===== src/rtl/sim_harness_pkg.sv =====
// rtl/sim_harness_pkg.sv - shared state encoding and exit codes for the simulation harness controller
package sim_harness_pkg;

   typedef enum logic [1:0] {
      HOLD    = 2'd0,
      RUN     = 2'd1,
      DONE    = 2'd2,
      TIMEOUT = 2'd3
   } state_t;

   localparam logic [7:0] EXIT_TIMEOUT = 8'hFF;
   localparam logic [7:0] EXIT_PASS    = 8'h00;

   // A zero-length reset hold still needs one HOLD cycle to leave reset cleanly.
   function automatic int hold_len(input int n);
      return (n < 1) ? 1 : n;
   endfunction

endpackage


===== src/rtl/sim_harness_reset_sync.sv =====
// rtl/sim_harness_reset_sync.sv - 2-flop async-assert / sync-deassert reset synchronizer
module reset_sync (
   input  logic clock,
   input  logic reset_n,
   output logic rst_n
);

   logic meta;

   always_ff @(posedge clock or negedge reset_n) begin
      if (!reset_n) begin
         meta  <= 1'b0;
         rst_n <= 1'b0;
      end else begin
         meta  <= 1'b1;
         rst_n <= meta;
      end
   end

endmodule


===== src/rtl/sim_harness_ctrl.sv =====
// rtl/sim_harness_ctrl.sv - sequences DUT reset, counts run cycles, watchdog and done handshake
// Optional heartbeat output enabled by defining HARNESS_HEARTBEAT_EN.
module sim_harness_ctrl
   import sim_harness_pkg::*;
#(
   parameter int RESET_CYCLES   = 5,
   parameter int TIMEOUT_CYCLES = 1000000,
   parameter int CNT_W          = 32,
   parameter int HB_LOG2        = 16
) (
   input  logic             clock,
   input  logic             reset_n,
   output logic             dut_reset,
   input  logic             dut_done_valid,
   input  logic [7:0]       dut_done_code,
   output logic             dut_done_ready,
   output logic [CNT_W-1:0] cycle_count,
   output logic             finish,
   output logic             pass,
   output logic [7:0]       exit_code
`ifdef HARNESS_HEARTBEAT_EN
   ,
   output logic             heartbeat
`endif
);

   localparam int                HOLD_N       = hold_len(RESET_CYCLES);
   localparam int                HOLD_W       = (HOLD_N > 1) ? $clog2(HOLD_N) : 1;
   localparam logic [HOLD_W-1:0] HOLD_LAST    = HOLD_W'(HOLD_N - 1);
   localparam bit                TIMEOUT_EN   = (TIMEOUT_CYCLES != 0);
   localparam logic [CNT_W-1:0]  TIMEOUT_LAST = TIMEOUT_EN ? CNT_W'(TIMEOUT_CYCLES - 1) : '0;

   if (HB_LOG2 < 1 || HB_LOG2 > CNT_W) begin : g_bad_hb
      $error("HB_LOG2 must be in 1..CNT_W");
   end

   logic              rst_n;
   state_t            state;
   state_t            state_next;
   logic [HOLD_W-1:0] hold_cnt;
   logic              fire;
   logic              timeout_hit;
   logic              cnt_sat;

   reset_sync u_reset_sync (
      .clock   (clock),
      .reset_n (reset_n),
      .rst_n   (rst_n)
   );

   assign cnt_sat = &cycle_count;

   always_comb begin
      state_next  = state;
      fire        = (state == RUN) && dut_done_valid && dut_done_ready;
      timeout_hit = TIMEOUT_EN && (state == RUN) && (cycle_count == TIMEOUT_LAST);
      case (state)
         HOLD: begin
            if (hold_cnt == HOLD_LAST) state_next = RUN;
         end
         RUN: begin
            // Handshake takes priority over the watchdog on the same cycle.
            if (fire)             state_next = DONE;
            else if (timeout_hit) state_next = TIMEOUT;
         end
         default: state_next = state;
      endcase
   end

   always_ff @(posedge clock or negedge rst_n) begin
      if (!rst_n) begin
         state          <= HOLD;
         hold_cnt       <= '0;
         dut_reset      <= 1'b1;
         dut_done_ready <= 1'b0;
         cycle_count    <= '0;
         finish         <= 1'b0;
         pass           <= 1'b0;
         exit_code      <= '0;
      end else begin
         state          <= state_next;
         // Registered decode of the next state keeps these glitch-free toward the DUT.
         dut_reset      <= (state_next == HOLD);
         dut_done_ready <= (state_next == RUN);
         if (state == HOLD && hold_cnt != HOLD_LAST) hold_cnt <= hold_cnt + HOLD_W'(1);
         if (state == RUN && !cnt_sat) cycle_count <= cycle_count + CNT_W'(1);
         if (fire) begin
            finish    <= 1'b1;
            pass      <= (dut_done_code == EXIT_PASS);
            exit_code <= dut_done_code;
         end else if (timeout_hit) begin
            finish    <= 1'b1;
            pass      <= 1'b0;
            exit_code <= EXIT_TIMEOUT;
         end
      end
   end

`ifdef HARNESS_HEARTBEAT_EN
   logic [CNT_W-1:0] cnt_inc;

   assign cnt_inc = cycle_count + CNT_W'(1);

   // Pulse lines up with the cycle in which cycle_count shows the wrapped value.
   always_ff @(posedge clock or negedge rst_n) begin
      if (!rst_n) begin
         heartbeat <= 1'b0;
      end else begin
         heartbeat <= (state == RUN) && (state_next == RUN) && !cnt_sat &&
                      (cnt_inc[HB_LOG2-1:0] == '0);
      end
   end
`endif

endmodule


===== config.mk =====
export PLATFORM = sky130hd
export DESIGN_NAME = sim_harness_ctrl
export DESIGN_NICKNAME = d
export VERILOG_FILES = /design/src/rtl/sim_harness_pkg.sv /design/src/rtl/sim_harness_reset_sync.sv /design/src/rtl/sim_harness_ctrl.sv
export SDC_FILE = /design/constraint.sdc
export NUM_CORES = 1
export LEC_CHECK = 0
export CAP_MARGIN = 10
export CORE_MARGIN = 10
export CORE_UTILIZATION = 40
export CTS_CLUSTER_SIZE = 16
export DETAILED_ROUTE_END_ITERATION = 10
export GPL_TIMING_DRIVEN = 0
export PLACE_DENSITY_LB_ADDON = 0.12
export SLEW_MARGIN = 15
export SYNTH_ARGS = -nofsm -noshare
export SYNTH_HDL_FRONTEND = slang
export SYNTH_HIERARCHICAL = 1
export SYNTH_SLANG_ARGS = --single-unit

===== constraint.sdc =====
create_clock -name clock -period 2 [get_ports clock]
set_clock_uncertainty 0.2 [all_clocks]
set_input_delay 0.4 -clock clock [delete_from_list [all_inputs] [get_ports clock]]
set_output_delay 0.4 -clock clock [all_outputs]
set_load 0.05 [all_outputs]

After elaboration in Yosys (flattened, before gate mapping)
Index checks and enable logic that the tools add are counted.

word-level totals
  word-level logic and storage cells = 38
  register bits after elaboration = 51

operators by class
  reduce and logical (&&, ||, !) cells = 11
  muxes and demuxes = 10
  add/sub/neg operators = 2
  eq/ne operators = 5

operators by type and width
  operator                 number
  $add A32 B1 Y32 const B  1
  $eq A32 B20 Y1 const B   1
  $reduce_and A32 Y1       1
  $mux W8                  2
  $logic_not A8 Y1         1
  $mux W2                  3
  $logic_and A1 B1 Y1      5
  $eq A2 B1 Y1 const B     2
  $logic_not A2 Y1         2
  $mux W1                  4
  $pmux W2 S2              1
  $add A3 B1 Y3 const B    1
  $eq A3 B3 Y1 const B     1
  $ne A3 B3 Y1 const B     1
  $reduce_bool A2 Y1       1
  $logic_not A1 Y1         1

Logic depth before layout (Yosys ltp)
  depth in word-level cells = 6
  depth in mapped cells = 7
  mapped depth without buffers = 6

Cells and area by module
Netlist, hierarchy kept.

modules (own cells, without submodules)
  module            cells each  area each (sq um)  instances  sequential area each (sq um)
  sim_harness_ctrl  217         2373.5             1          1227.4
  reset_sync        3           53.8               1          50.0

Least setup slack after synthesis
OpenSTA, ideal clock, no wires.

  kind = reg-to-reg
  from = register cycle_count[0]
  to = register pass
  required time = 1.661 ns
  period minus slack after synthesis = 2.409 ns
  data arrival time = 2.070 ns
  setup slack = -0.409 ns
  stages on the path, launching flop included = 8
  cells stage by stage = dfrtp_1 > ha_1 > and3_1 > nand3_2 > or4_1 > nand2_1 > buf_4 > o22ai_1

on the way
  longest elaborated chain between the ends = 3

RTL lines
  item                                 RTL line                RTL
  start, declared                      sim_harness_ctrl.sv:17  output logic [CNT_W-1:0] cycle_count,
  start signal, assigned               sim_harness_ctrl.sv:86  if (state == RUN && !cnt_sat) cycle_count <= cycle_count + CNT_W'(1);
  $eq A32 B20 Y1                       sim_harness_ctrl.sv:56  timeout_hit = TIMEOUT_EN && (state == RUN) && (cycle_count == TIMEOUT_LAST);
  $logic_and A1 B1 Y1                  sim_harness_ctrl.sv:56
  $reduce_bool A2 Y1 (no source line)  n/a
  end signal, assigned                 sim_harness_ctrl.sv:89  pass <= (dut_done_code == EXIT_PASS);
  end, declared                        sim_harness_ctrl.sv:19  output logic pass,

Every way passes these cells.
A chain may end at the register's enable or synchronous reset.

Final worst setup path
  from = register cycle_count[15]
  to = register pass

Same word-level chain as after synthesis.

==> summary.md <==
| Metric | Value |
|---|---|
| Post-synthesis area per instance | 11.0 µm² |
| HP Class | in -> async |
| # hold bufs at CTS | 0 |
| CTS clk-pin slew, worst paths | 0.09 ns |
| Placement Setup Slack | -0.251 ns |
| Largest net degree at the start of global routing | 32 |
| NetSw | 0.360 mW |
| Initial Util | 0.410 |
| GRT Residual Overflow | 0 |
| Crit path max-delay cell type | or4_4 |
| Final Instance Area | 3660 µm² |
| DIE HEIGHT | 97.9 µm |
| Share of cells above drive strength 1 | 0.383 |
| Initial antenna violation count | 0 |
| RSZ-0062 raised after global routing | true |
| Reg-to-Reg End | pass |
| Max-cap violations | 0 |
| Met1 Track Usage GR | 0.165 |
| CTS tree | done |
| Clock Latency Late Sink | 0.30 ns |
| Post-DRT Antenna Nets | 0 |
| Placed Cells | 350 |
| R2r startpoint | cycle_count[15] |
| Routed wire length | 6.43 mm |
| Top cells by area, synth | dfrtp_1 52%, xnor2_1 9.4%, nand4_1 4.9% |
| Portion of netlist area occupied by mux cells | 0.0155 |
| I/O Buffers | 54 |
| Most area-hungry cell type in the Yosys netlist | dfrtp_1 |
| Min cycle time layout | 2.04 ns |
| H-Tree Depth | 2 |
| Adder-cell share of the synthesized area | 0.0155 |
| Area grow syn2layout | 50.9% |
| Peak VDD IR | 0.357 mV |
| Top FF cell, synth | dfrtp_1 |
| Die ar. | 9580 µm² |
| Reg power frac | 0.616 |
| DR DRC count | 0 |
| Clock Sinks | 51 |
| Sequential area share after synthesis | 0.526 |
| Synth Warn # | 6 |
| First-pass GRT wire length | 10.3 mm |
| Critical path arrival | 2.01 ns |
| Synth Instances | 220 |
| Number of global-route vias before repair | 1995 |
| Final Hold Fails | 0 |
| GRT met2 Usage | 0.195 |
| P_leak | 1.57 nW |
| Grt peak-use layer | met2 |
| HPWL after detailed placement | 4.44 mm |
| CORE AREA | 5920 µm² |
| WS Path Type | reg -> reg |
| Comb pwr share | 0.022 |
| Most common cell in the netlist | dfrtp_1 |
| Xor/xnor share of the synthesized area | 0.0974 |
| Post-Layout Cell Count | 388 |
| Final WS setup | -0.0420 ns |
| Failing checks | setup timing |
| Period utilisation layout | 1.02 |
| DR vias | 2044 |
| Outcome | complete, but fails checks |
| Largest family of logic cells by synthesized area | simple AND/OR/NAND/NOR gates |
| Via/cell ratio | 5.27 |
| Rows | 28 |
| Reg2Reg Setup Slack | -0.04 ns |
| Slowest stage delay, CP | 0.55 ns |
| Met3 GRT Util | 0.0444 |
| I/O pins | 55 |
| Initial DRC count | 85 |
| Total CTS buffers | 5 |
| CTS max path bufs | 2 |
| Synth Area in Simple Gates | 0.262 |
| Rel. slew slack | 0.535 |
| Ordered list of cells on the worst path | nor4b_4 -> nand4_1 -> or4_4 -> nand2_4 -> buf_6 -> o22ai_2 |
| Detailed Routing Iterations Pass 1 | 4 |
| Distinct cells, synth | 45 |
| Net count after synthesis | 234 |
| Root buf cell | clkbuf_8 |
| DR WL/cell | 16.6 µm |
| Synthesized flop and latch total | 51 |
| Cell Area, Synth | 2430 µm² |
| Setup Viol. Count Final | 10 |
| Final net count | 326 |
| Most frequent cells after synthesis | 50 x dfrtp_1, 26 x xnor2_1, 19 x nand4_1 |
| Critical Path Source Type | flop |
| Compound-Gate Fraction of Synth Area | 0.0634 |
| Critical path's top delay family | simple AND/OR/NAND/NOR gates |
| Sw Share | 0.212 |
| Fin. max-slew vios | 0 |
| Diode count | 0 |
| Max Fanout on Critical Path | 5 |
| Fmax | 490 MHz |
| Setup TNS | -0.180 ns |
| Int Power | 1.34 mW |
| Post-synth ARST share | 1.00 |
| Placement-stage cell area | 3190 µm² |
| WP data required | 1.97 ns |
| Chip width | 97.9 µm |
| Gpl congestion | 0.827 |
| Power consumption | 1.70 mW |
| Critical path capture point type | flop |
| Worst Path Buf+Inv | 1 |
| Worst-margin pin slew | 0.698 ns |
| Share of Yosys cell area claimed by the top area cell type | 0.515 |
| Worst r2r path cells | 6 |
| Power share of the clock group | 0.362 |
| PwrDens | 463 nW/µm² |
| Post-synth EDFFs | 0 |
| Overall routing resource usage | 0.127 |
==> routing by layer <==
metal / wire length, µm / vias to the layer above
met2: 3090 / 42
li1: - / 1005
met5: 0 / -
met4: 80 / 0
met1: 2880 / 989
met3: 382 / 8
==> per-stage QoR <==
step	hold WS, ns	utilization
floorplan	-0.0956	-
global placement	0.135	0.535
detailed placement	0.139	0.540
CTS	0.0432	0.577
global route	0.0329	0.619
finish	0.0465	0.619
==> final cells by class <==
| type | instances | area (µm²) |
|---|---|---|
| Tap cell | 75 | 93.8 |
| Buffer | 5 | 51.3 |
| Fill cell | 508 | 2260 |
| Clock buffer | 7 | 86.3 |
| Inverter | 5 | 18.8 |
| Timing Repair Buffer | 85 | 754 |
| Sequential cell | 51 | 1310 |
| Clock inverter | 1 | 5.00 |
| Multi-Input combinational cell | 159 | 1340 |
==> sequential cells by signal (all words and copies together) (netlist names), named ones only <==
name                cells
cycle_count            32
exit_code               8
hold_cnt                3
dut_done_ready          1
dut_reset               1
finish                  1
pass                    1
state                   1
u_reset_sync/meta       1
u_reset_sync/rst_n      1
==> logic make-up (layout without fill, tap and decap cells) <==
| logic type | after synthesis | after routing |
|---|---|---|
| compound gates | 21 | 21 |
| xor+xnor | 27 | 27 |
| fa+ha+maj | 3 | 3 |
| buf+inv | 10 | 103 |
| flops | 51 | 51 |
| mux | 3 | 3 |
| other cells | 1 | 1 |
| simple gates | 104 | 104 |
==> timing repair <==
item,CTS,global route
pin swaps,10,28
resized for setup,57,41
setup buffers,17,11
endpoints found under the setup margin,80,41
cloned,0,2
==> cells in the final DEF (no fill, tap or decap), drive strengths merged, types with 5 or more instances in the layout <==
cell type | netlist | layout
a31oi | 6 | 6
and3 | 6 | 6
buf | 3 | 36
clkbuf | 2 | 10
clkdlybuf4s50 | 0 | 10
dfrtp | 50 | 50
dlygate4sd2 | 0 | 38
inv | 5 | 5
nand2 | 15 | 15
nand3 | 19 | 19
nand4 | 21 | 21
nor2 | 12 | 12
nor3 | 6 | 6
nor4 | 8 | 8
o22a | 8 | 8
xnor2 | 26 | 26
==> power groups by stage <==
stage / Sequential, mW / Combinational [mW] / Clock (mW)
after floorplan: 1.07 / 0.000955 / 0
after global placement: 1.07 / 0.0238 / 0
after detailed placement: 1.07 / 0.0373 / 0
after CTS: 1.05 / 0.0375 / 0.632
after global routing: 1.05 / 0.0405 / 0.676
final: 1.04 / 0.0368 / 0.614
==> how the worst max path moves through the flow <==
stage / end / start / cells past startpoint
detailed placement: pass / cycle_count[12] / 6
global placement: cycle_count[27] / u_reset_sync/rst_n / 0
CTS: pass / cycle_count[8] / 6
floorplan: cycle_count[26] / cycle_count[0] / 6
finish: pass / cycle_count[15] / 6
global route: cycle_count[26] / cycle_count[1] / 6
Note: power is estimated with default switching activity, not from simulation.
